[config.mk]
export PLATFORM = sky130hd
export DESIGN_NAME = reg_scoreboard_flat
export DESIGN_NICKNAME = d
export VERILOG_FILES = /design/src/rtl/reg_scoreboard_pkg.sv /design/src/rtl/reg_scoreboard_if.sv /design/src/rtl/reg_scoreboard_sb_counter.sv /design/src/rtl/reg_scoreboard.sv /design/src/flat_wrapper.sv
export SDC_FILE = /design/constraint.sdc
export NUM_CORES = 1
export LEC_CHECK = 0
export ABC_AREA = 1
export CORE_ASPECT_RATIO = 0.5
export CORE_MARGIN = 5
export CORE_UTILIZATION = 60
export CTS_BUF_LIST = sky130_fd_sc_hd__clkbuf_4 sky130_fd_sc_hd__clkbuf_8
export CTS_CLUSTER_SIZE = 20
export DETAILED_ROUTE_END_ITERATION = 10
export PLACE_DENSITY = 0.82
export REMOVE_ABC_BUFFERS = 1
export SLEW_MARGIN = 10
export SYNTH_ARGS = -nofsm -noshare
export SYNTH_HDL_FRONTEND = slang
export SYNTH_HIERARCHICAL = 1
export SYNTH_SLANG_ARGS = --single-unit
export TNS_END_PERCENT = 5
[constraint.sdc]
create_clock -name clk -period 7.9 [get_ports clk]
set_input_delay 1.975 -clock clk [delete_from_list [all_inputs] [get_ports clk]]
set_output_delay 1.975 -clock clk [all_outputs]
set_load 0.03 [all_outputs]
[src/rtl/reg_scoreboard_pkg.sv]
// reg_scoreboard_pkg: shared register-file sizing and well-known register indices
package reg_scoreboard_pkg;
  localparam int NREGS = 32;
  localparam int ADDR_W = 5;
  localparam int CNT_W = 2;
  typedef logic [ADDR_W-1:0] reg_idx_t;
  localparam reg_idx_t REG_ZERO = 5'd0;
  localparam reg_idx_t REG_RA = 5'd31;
endpackage

[src/rtl/reg_scoreboard_if.sv]
// reg_scoreboard_if: issue, writeback and status signals between decode and the scoreboard
interface reg_scoreboard_if;
  import reg_scoreboard_pkg::*;
  logic issue_valid, use_rs, use_rt, issue_wr_en, issue_ready;
  logic wb_valid, flush, busy, err_underflow;
  reg_idx_t issue_rs, issue_rt, issue_dst, wb_dst;
  logic [NREGS-1:0] pending_mask;
  modport master(
    output issue_valid, issue_rs, issue_rt, use_rs, use_rt, issue_wr_en, issue_dst,
    output wb_valid, wb_dst, flush,
    input issue_ready, pending_mask, busy, err_underflow
  );
  modport slave(
    input issue_valid, issue_rs, issue_rt, use_rs, use_rt, issue_wr_en, issue_dst,
    input wb_valid, wb_dst, flush,
    output issue_ready, pending_mask, busy, err_underflow
  );
endinterface

[src/rtl/reg_scoreboard_sb_counter.sv]
// sb_counter: saturating in-flight write counter for one architectural register
module sb_counter #(
  parameter int W = 2
) (
  input  logic         clk,
  input  logic         rst,
  input  logic         inc_i,
  input  logic         dec_i,
  input  logic         clr_i,
  output logic [W-1:0] count_o,
  output logic         nonzero_o,
  output logic         at_max_o
);
  logic [W-1:0] count_q, count_d;
  assign count_o = count_q;
  assign nonzero_o = |count_q;
  assign at_max_o = &count_q;
  always_comb
    count_d = clr_i ? '0
            : (inc_i && !dec_i && !at_max_o) ? count_q + 1'b1
            : (dec_i && !inc_i && nonzero_o) ? count_q - 1'b1
            : count_q;
  always_ff @(posedge clk)
    if (rst) count_q <= '0;
    else count_q <= count_d;
endmodule

[src/rtl/reg_scoreboard.sv]
// reg_scoreboard: tracks in-flight register writes and stalls issue on RAW or counter-full hazards
module reg_scoreboard
  import reg_scoreboard_pkg::*;
(
  input logic clk,
  input logic rst,
  reg_scoreboard_if.slave sb
);
  logic [CNT_W-1:0] cnt [1:NREGS-1];
  logic [NREGS-1:0] nz, mx, one, inc, dec, eff_nz, eff_mx;
  logic accept, src_block, full_block, err_q, err_d;
  assign {nz[0], mx[0], one[0], inc[0], dec[0]} = '0;
  for (genvar i = 1; i < NREGS; i++) begin : g_cnt
    assign inc[i] = accept && sb.issue_wr_en && sb.issue_dst == reg_idx_t'(i);
    assign dec[i] = sb.wb_valid && sb.wb_dst == reg_idx_t'(i) && nz[i];
    assign one[i] = cnt[i] == CNT_W'(1);
    sb_counter #(.W(CNT_W)) u_cnt (
      .clk(clk), .rst(rst), .inc_i(inc[i]), .dec_i(dec[i]), .clr_i(sb.flush),
      .count_o(cnt[i]), .nonzero_o(nz[i]), .at_max_o(mx[i])
    );
  end
  // Same-cycle writeback releases its register before the hazard check sees it.
  assign eff_nz = nz & ~(dec & one);
  assign eff_mx = mx & ~dec;
  always_comb begin
    src_block = (sb.use_rs && eff_nz[sb.issue_rs]) || (sb.use_rt && eff_nz[sb.issue_rt]);
    full_block = sb.issue_wr_en && eff_mx[sb.issue_dst];
    sb.issue_ready = !src_block && !full_block && !sb.flush;
    accept = sb.issue_valid && sb.issue_ready;
    err_d = err_q || (sb.wb_valid && sb.wb_dst != REG_ZERO && !nz[sb.wb_dst]);
  end
  always_ff @(posedge clk)
    if (rst) err_q <= 1'b0;
    else err_q <= err_d;
  assign sb.pending_mask = nz;
  assign sb.busy = |nz;
  assign sb.err_underflow = err_q;
endmodule

[src/flat_wrapper.sv]
// flat-port wrapper written by rule: the top's interface ports become plain ports
module reg_scoreboard_flat import reg_scoreboard_pkg::*;
  (clk, rst, sb_issue_valid, sb_issue_rs, sb_issue_rt, sb_use_rs, sb_use_rt, sb_issue_wr_en, sb_issue_dst, sb_wb_valid, sb_wb_dst, sb_flush, sb_issue_ready, sb_pending_mask, sb_busy, sb_err_underflow);
  reg_scoreboard_if sb_i ();
  input logic clk;
  input logic rst;
  input wire logic [$bits(sb_i.issue_valid)-1:0] sb_issue_valid;
  input wire logic [$bits(sb_i.issue_rs)-1:0] sb_issue_rs;
  input wire logic [$bits(sb_i.issue_rt)-1:0] sb_issue_rt;
  input wire logic [$bits(sb_i.use_rs)-1:0] sb_use_rs;
  input wire logic [$bits(sb_i.use_rt)-1:0] sb_use_rt;
  input wire logic [$bits(sb_i.issue_wr_en)-1:0] sb_issue_wr_en;
  input wire logic [$bits(sb_i.issue_dst)-1:0] sb_issue_dst;
  input wire logic [$bits(sb_i.wb_valid)-1:0] sb_wb_valid;
  input wire logic [$bits(sb_i.wb_dst)-1:0] sb_wb_dst;
  input wire logic [$bits(sb_i.flush)-1:0] sb_flush;
  output wire logic [$bits(sb_i.issue_ready)-1:0] sb_issue_ready;
  output wire logic [$bits(sb_i.pending_mask)-1:0] sb_pending_mask;
  output wire logic [$bits(sb_i.busy)-1:0] sb_busy;
  output wire logic [$bits(sb_i.err_underflow)-1:0] sb_err_underflow;
  assign sb_i.issue_valid = sb_issue_valid;
  assign sb_i.issue_rs = sb_issue_rs;
  assign sb_i.issue_rt = sb_issue_rt;
  assign sb_i.use_rs = sb_use_rs;
  assign sb_i.use_rt = sb_use_rt;
  assign sb_i.issue_wr_en = sb_issue_wr_en;
  assign sb_i.issue_dst = sb_issue_dst;
  assign sb_i.wb_valid = sb_wb_valid;
  assign sb_i.wb_dst = sb_wb_dst;
  assign sb_i.flush = sb_flush;
  assign sb_issue_ready = sb_i.issue_ready;
  assign sb_pending_mask = sb_i.pending_mask;
  assign sb_busy = sb_i.busy;
  assign sb_err_underflow = sb_i.err_underflow;
  reg_scoreboard u_core (.clk(clk), .rst(rst), .sb(sb_i));
endmodule
# Word level (Yosys, flattened, before mapping)
# Cells that the tools add are included.
totals:
  reg_bits: 63
  latchBits: 0
  ram_bits: 0
  romBits: 0
  word_cells: 687
  memories: 0
op_classes:
  n_addsub: 62
  n_mul: 0
  n_div: 0
  order_cmp: 4
  eq_ne: 93
  shift: 0
  n_mux: 70
  bitwise_logic: 5
  n_reduce_logical: 421
op_table:
  columns: ["op", "count"]
  rows:
  - ["logical AND 1 bit", 226]
  - ["== test 5 bit, second input constant", 32]
  - ["2-to-1 mux 2 bit", 62]
  - ["logical NOT 1 bit", 97]
  - ["AND 32 bit", 3]
  - ["== test 5 x 4 -> 1 bit, second input constant", 16]
  - ["NOT 32 bit", 2]
  - ["OR reduction 2 bit", 32]
  - ["adder 2 x 1 -> 2 bit, second input constant", 31]
  - ["== test 2 x 1 -> 1 bit, second input constant", 31]
  - ["AND reduction 2 bit", 31]
  - ["nonzero test 2 bit", 31]
  - ["OR reduction 62 bit", 1]
  - ["subtractor 2 x 1 -> 2 bit, second input constant", 31]
  - ["== test 5 x 3 -> 1 bit, second input constant", 8]
  - ["< comparator 5 x 6 -> 1 bit, second input constant", 4]
  - ["binary-select mux 1 bit (select 5 bit)", 4]
  - ["== test 5 x 2 -> 1 bit, second input constant", 4]
  - ["== test 5 x 1 -> 1 bit, second input constant", 2]
  - ["nonzero test 5 bit", 1]
  - ["2-to-1 mux 1 bit", 4]
  - ["logical OR 1 bit", 2]

# Longest topological paths before layout
logic_depth:
  word_depth: 21
  depth_mapped: 22
  mapped_depth_nobuf: 21

# Modules after synthesis
# The synthesis kept the hierarchy.
modules_own_cells:
  columns: ["mod", "n_inst", "cells_each", "area_each_um2", "seq_area_each_um2"]
  rows:
  - ["sb_counter", 31, 20, 140.1, 40.0]
  - ["reg_scoreboard", 1, 618, 2844.0, 20.0]

# Worst setup path after synthesis
# No wires, ideal clock.
synth_path:
  path_type: "input-to-output"
  startpoint: "input port sb_issue_rt[0]"
  endpoint: "output port sb_issue_ready"
  t_arrival_ns: 3.342
  t_required_ns: 5.925
  slack_ns: 2.583
  path_stages: 11
  path_cell_list: "buf_2 > inv_1 > buf_1 > nand3_1 > nand3_1 > nand3_1 > nand3_1 > nand2_1 > nand2_1 > nand3_1 > and3_1"
synth_via:
  elab_chain_cells: 7
synth_lines:
  columns: ["element", "line", "rtl"]
  rows:
  - ["start, declared", "flat_wrapper.sv:9", "input wire logic [$bits(sb_i.issue_rt)-1:0] sb_issue_rt;"]
  - ["binary-select mux 1 bit (select 5 bit)", "reg_scoreboard.sv:26", "src_block = (sb.use_rs && eff_nz[sb.issue_rs]) || (sb.use_rt && eff_nz[sb.issue_rt]);"]
  - ["2-to-1 mux 1 bit (implied by the code)", "reg_scoreboard.sv:26", null]
  - ["logical AND 1 bit", "reg_scoreboard.sv:26", null]
  - ["logical OR 1 bit", "reg_scoreboard.sv:26", null]
  - ["logical NOT 1 bit", "reg_scoreboard.sv:28", "sb.issue_ready = !src_block && !full_block && !sb.flush;"]
  - ["logical AND 1 bit (2 in series)", "reg_scoreboard.sv:28", null]
  - ["end, declared", "flat_wrapper.sv:17", "output wire logic [$bits(sb_i.issue_ready)-1:0] sb_issue_ready;"]
# Every way passes these cells. The select of a mux whose other input is x is not followed.

# Worst setup path after layout
layout_path:
  startpoint: "input port sb_wb_dst[0]"
  endpoint: "output port sb_issue_ready"
layout_via:
  elab_chain_cells: 13
layout_lines:
  columns: ["element", "line", "rtl"]
  rows:
  - ["start, declared", "flat_wrapper.sv:15", "input wire logic [$bits(sb_i.wb_dst)-1:0] sb_wb_dst;"]
  - ["== test 5 x 1 -> 1 bit, or another cell as far along", "reg_scoreboard.sv:15", "assign dec[i] = sb.wb_valid && sb.wb_dst == reg_idx_t'(i) && nz[i];"]
  - ["logical AND 1 bit (2 in series)", "reg_scoreboard.sv:15", null]
  - ["AND 32 bit", "reg_scoreboard.sv:23", "assign eff_nz = nz & ~(dec & one);"]
  - ["NOT 32 bit", "reg_scoreboard.sv:23", null]
  - ["AND 32 bit", "reg_scoreboard.sv:23", null]
  - ["binary-select mux 1 bit (select 5 bit)", "reg_scoreboard.sv:26", null]
  - ["2-to-1 mux 1 bit (implied by the code)", "reg_scoreboard.sv:26", null]
  - ["logical AND 1 bit", "reg_scoreboard.sv:26", null]
  - ["logical OR 1 bit", "reg_scoreboard.sv:26", null]
  - ["logical NOT 1 bit", "reg_scoreboard.sv:28", null]
  - ["logical AND 1 bit * (2 in series)", "reg_scoreboard.sv:28", null]
# Mark *: on every way between the ends. The rest lies on a longest branch, timed or not. The select of a mux whose other input is x is not followed.

==> impl_results.md <==
* Status: finished clean
* Critical path data arrival time at between 4000 and 5000 ps
* H-tree level count at 3
* Proportion of layout cells with a drive suffix above 1 at 0.221
* Post-synth top flop: dfxtp_1
* Sequential fraction of design power at 0.452
* Distinct cell type count of the synthesized netlist at 35
* Post-layout net count at roughly 1300
* Post-synthesis cell area at between 7000 and 8000 µm²
* Storage cell area at between 1000 and 1500 µm²
* Total congestion overflow at 0
* Number of fill cells at about 1100
* Worst EP required at 5930 ps
* Clk_lat worst skew at approximately 360 ps
* Root Driver: clkbuf_8
* Antenna diode count at 0
* Crit Path Max Fanout at 12
* Final weighted congestion in routability-driven placement at 1.02
* Chip height at between 80 and 90 µm
* Number of global-route vias before repair at about 7600
* Type of destination of the critical path: output pin
* Max-slew violation count at 0
* Combinational Power Share at 0.176
* Synthesis warning total at 6
* Count of clock tree sinks at 63
* Kind of start point of the critical path: primary input
* Portion of the clock cycle consumed by the worst path in the final layout at 0.876
* Final Skew at approximately 8.6 ps
* Number of DRC violations after detailed-routing iteration 0 at around 1200
* Total I/O pin count at 63
* Number of post-CTS setup repair buffers at 0
* Leakage power figure at approximately 3.5 nW
* Area occupied by multi-input gates at between 4000 and 5000 µm²
* Post-synth top area cell: dfxtp_1
* Switching share of total power at 0.321
* HP Class: reg -> reg
* Number of clock buffers inserted by TritonCTS at 9
* Max-slew headroom at the worst pin at 0.407
* Share of flip-flops with an asynchronous set or reset at 0
* Syn avg cell area at 5.81 µm²
* Initial Util at 0.611
* Category of the critical setup timing path: in -> out
* Max clock buf depth at 2
* Overall global routing resource usage at 0.333
* Final-report setup violation count at 0
* Post-detailed-routing wire length at 23700 µm
* Cell area power density at between 80 and 90 nW/µm²
* Instance count of the mapped netlist at 1238
* Port Buffer Count at just over 60
* Number of flops mapped to enable cells by yosys at 0
* Psw at 226 µW
* Endpoints failing hold at 0
* Layout Area Growth over Synthesis at 13.1%
* Tightest hold margin at 505 ps
* Clk slew on worst S/H paths at roughly 70 ps
* Final Instance Count excl. Fillers at 1470
* Average routed wire per standard cell at 16.1 µm
* Sequential share of the synthesized area at 0.175
* Number of gates resized after CTS at 0
* Pre-Repair DR Iteration Count at 8
* Flops & latches, synth at between 60 and 70
* Top cells by area, synth: dfxtp_1, nand2_1, nand3_1
* Internal cell power at around 480 µW
* Number of remaining DRC errors at 0
* CTS tree: built
* Worst-case vdd ir drop at between 0.07 and 0.08 mV
* Number of placement rows at 28
* Number of antenna violations at the first check in global routing at 0
* Die ar. at roughly 14000 µm²
* Measured slew at the worst slew-check pin at a little under 900 ps
* Half-perimeter wire length after placement at ~18000 µm
* Vias post-DR at roughly 8400
* Chip width at 165 µm
* Hold-fix buffer count after cts at 0
* Setup TNS at 0 ps
* Max-Cap Viols at 0
* Total instance count after detailed placement at between 1000 and 1500
* Global-route wire length before repair at between 30000 and 40000 µm
* Average vias per placed instance at roughly 5.7
* Largest net degree at the start of global routing at 33
* Highest clock rate at roughly 140 MHz
* Fin crit period at 6920 ps
* Share of Yosys cell area claimed by the top area cell type at 0.175
* Setup repair after global routing missed its margin: no
* Core Footprint at 11800 µm²
* Clock network power share at 0.372
* Number of nets with antenna violations after detailed routing at 0
-- state kept, by name, indices dropped and copies added, names as in the netlist --
name,count
u_core/g_cnt.u_cnt/count_o,62
u_core/sb.err_underflow,1
-- final cells by class --
class | count | area share
clock buffers | 11 | 0.0178
flip-flops and latches | 63 | 0.155
multi-input cells | 914 | 0.604
inverters | 244 | 0.113
repair buffers | 69 | 0.0818
clock inverters | 4 | 0.00277
well taps | 165 | 0.0254
-- critical path: stages --
cell,delay [ps]
clkdlybuf4s50_1,540
nand2_1,400
nor2_1,340
nand3_1,150
nand3_1,90
nand3_1,80
nand3_1,100
nand3_1,100
nand2_1,90
nand2_1,50
nand3_1,150
and3_1,210
clkdlybuf4s50_1,680
-- layout by cell type (no fill, tap or decap), types with 3 or more instances in the layout --
master and instances:
nor4_1 9, o21ai_0 7, dfxtp_1 63, inv_1 178, inv_2 64, nand4_1 37
nand3_2 62, nand2_1 269, nand2_4 32, a21boi_1 31, clkbuf_8 10, nor2_1 148
o21ai_1 3, clkinv_2 3, clkdlybuf4s50_1 60, nor2_4 6, buf_4 8, nand3_1 164
nor2_2 64, a21oi_1 34, nand2_2 33
-- synth_stat cells, types with 2 or more instances --
library cell,count
nand2_2,33
nor2_1,148
nor4_1,9
buf_2,4
a21oi_1,34
o31ai_1,2
buf_1,4
nand4_1,37
a21boi_1,31
nor2_4,6
o21ai_1,3
nand3_1,164
o21ai_0,7
nor2_2,64
inv_2,64
buf_6,3
clkbuf_1,5
inv_1,178
o41ai_1,2
a21boi_0,2
dfxtp_1,63
nand2_4,32
nand2_1,269
clkinv_1,2
nand3_2,62
-- logic make-up (layout without fill, tap and decap cells) --
group | after synthesis | count (layout) | synth area share
DFF | 63 | 63 | 0.175
other | 1 | 1 | 0.000522
AOI/OAI and AO/OA | 85 | 85 | 0.0752
buffers and inverters | 261 | 328 | 0.141
and+or+nand+nor | 828 | 828 | 0.608
-- through the flow --
stage	worst slack (ps)	instance area, µm²	power [mW]	utilization
after floorplan	2600	7090	0.384	-
after global placement	1110	7970	0.443	0.677
after detailed placement	1080	7970	0.443	0.677
after CTS	1080	8130	0.706	0.691
after global routing	796	8130	0.734	0.691
final	983	8130	0.705	0.691
-- path summary, 6_finish.rpt --
path	from	end	slack [ps]	depth (start not counted)
max	sb_wb_dst[0]	sb_issue_ready	980	13
min	u_core/sb.err_underflow	u_core/sb.err_underflow	510	2
max reg2reg	u_core/g_cnt[1].u_cnt/count_o[0]	u_core/g_cnt[14].u_cnt/count_o[0]	4460	17
min reg2reg	u_core/sb.err_underflow	u_core/sb.err_underflow	510	2
-- routing by layer --
metal	vias up	global-route usage	share of wire
met5	-	0	0
met4	0	0.0883	0.019
met3	54	0.103	0.13
met2	449	0.525	0.43
met1	3812	0.444	0.42
li1	4044	-	-
-- power by group through the flow --
stage | Combinational, mW | Clock (mW) | Sequential (mW)
3_3_place_gp | 0.117 | 0 | 0.326
6_report | 0.124 | 0.262 | 0.318
2_1_floorplan | 0.0575 | 0 | 0.326
5_1_grt | 0.130 | 0.286 | 0.318
3_5_place_dp | 0.117 | 0 | 0.326
4_1_cts | 0.118 | 0.270 | 0.318
Note: power is estimated with default switching activity, not from simulation.
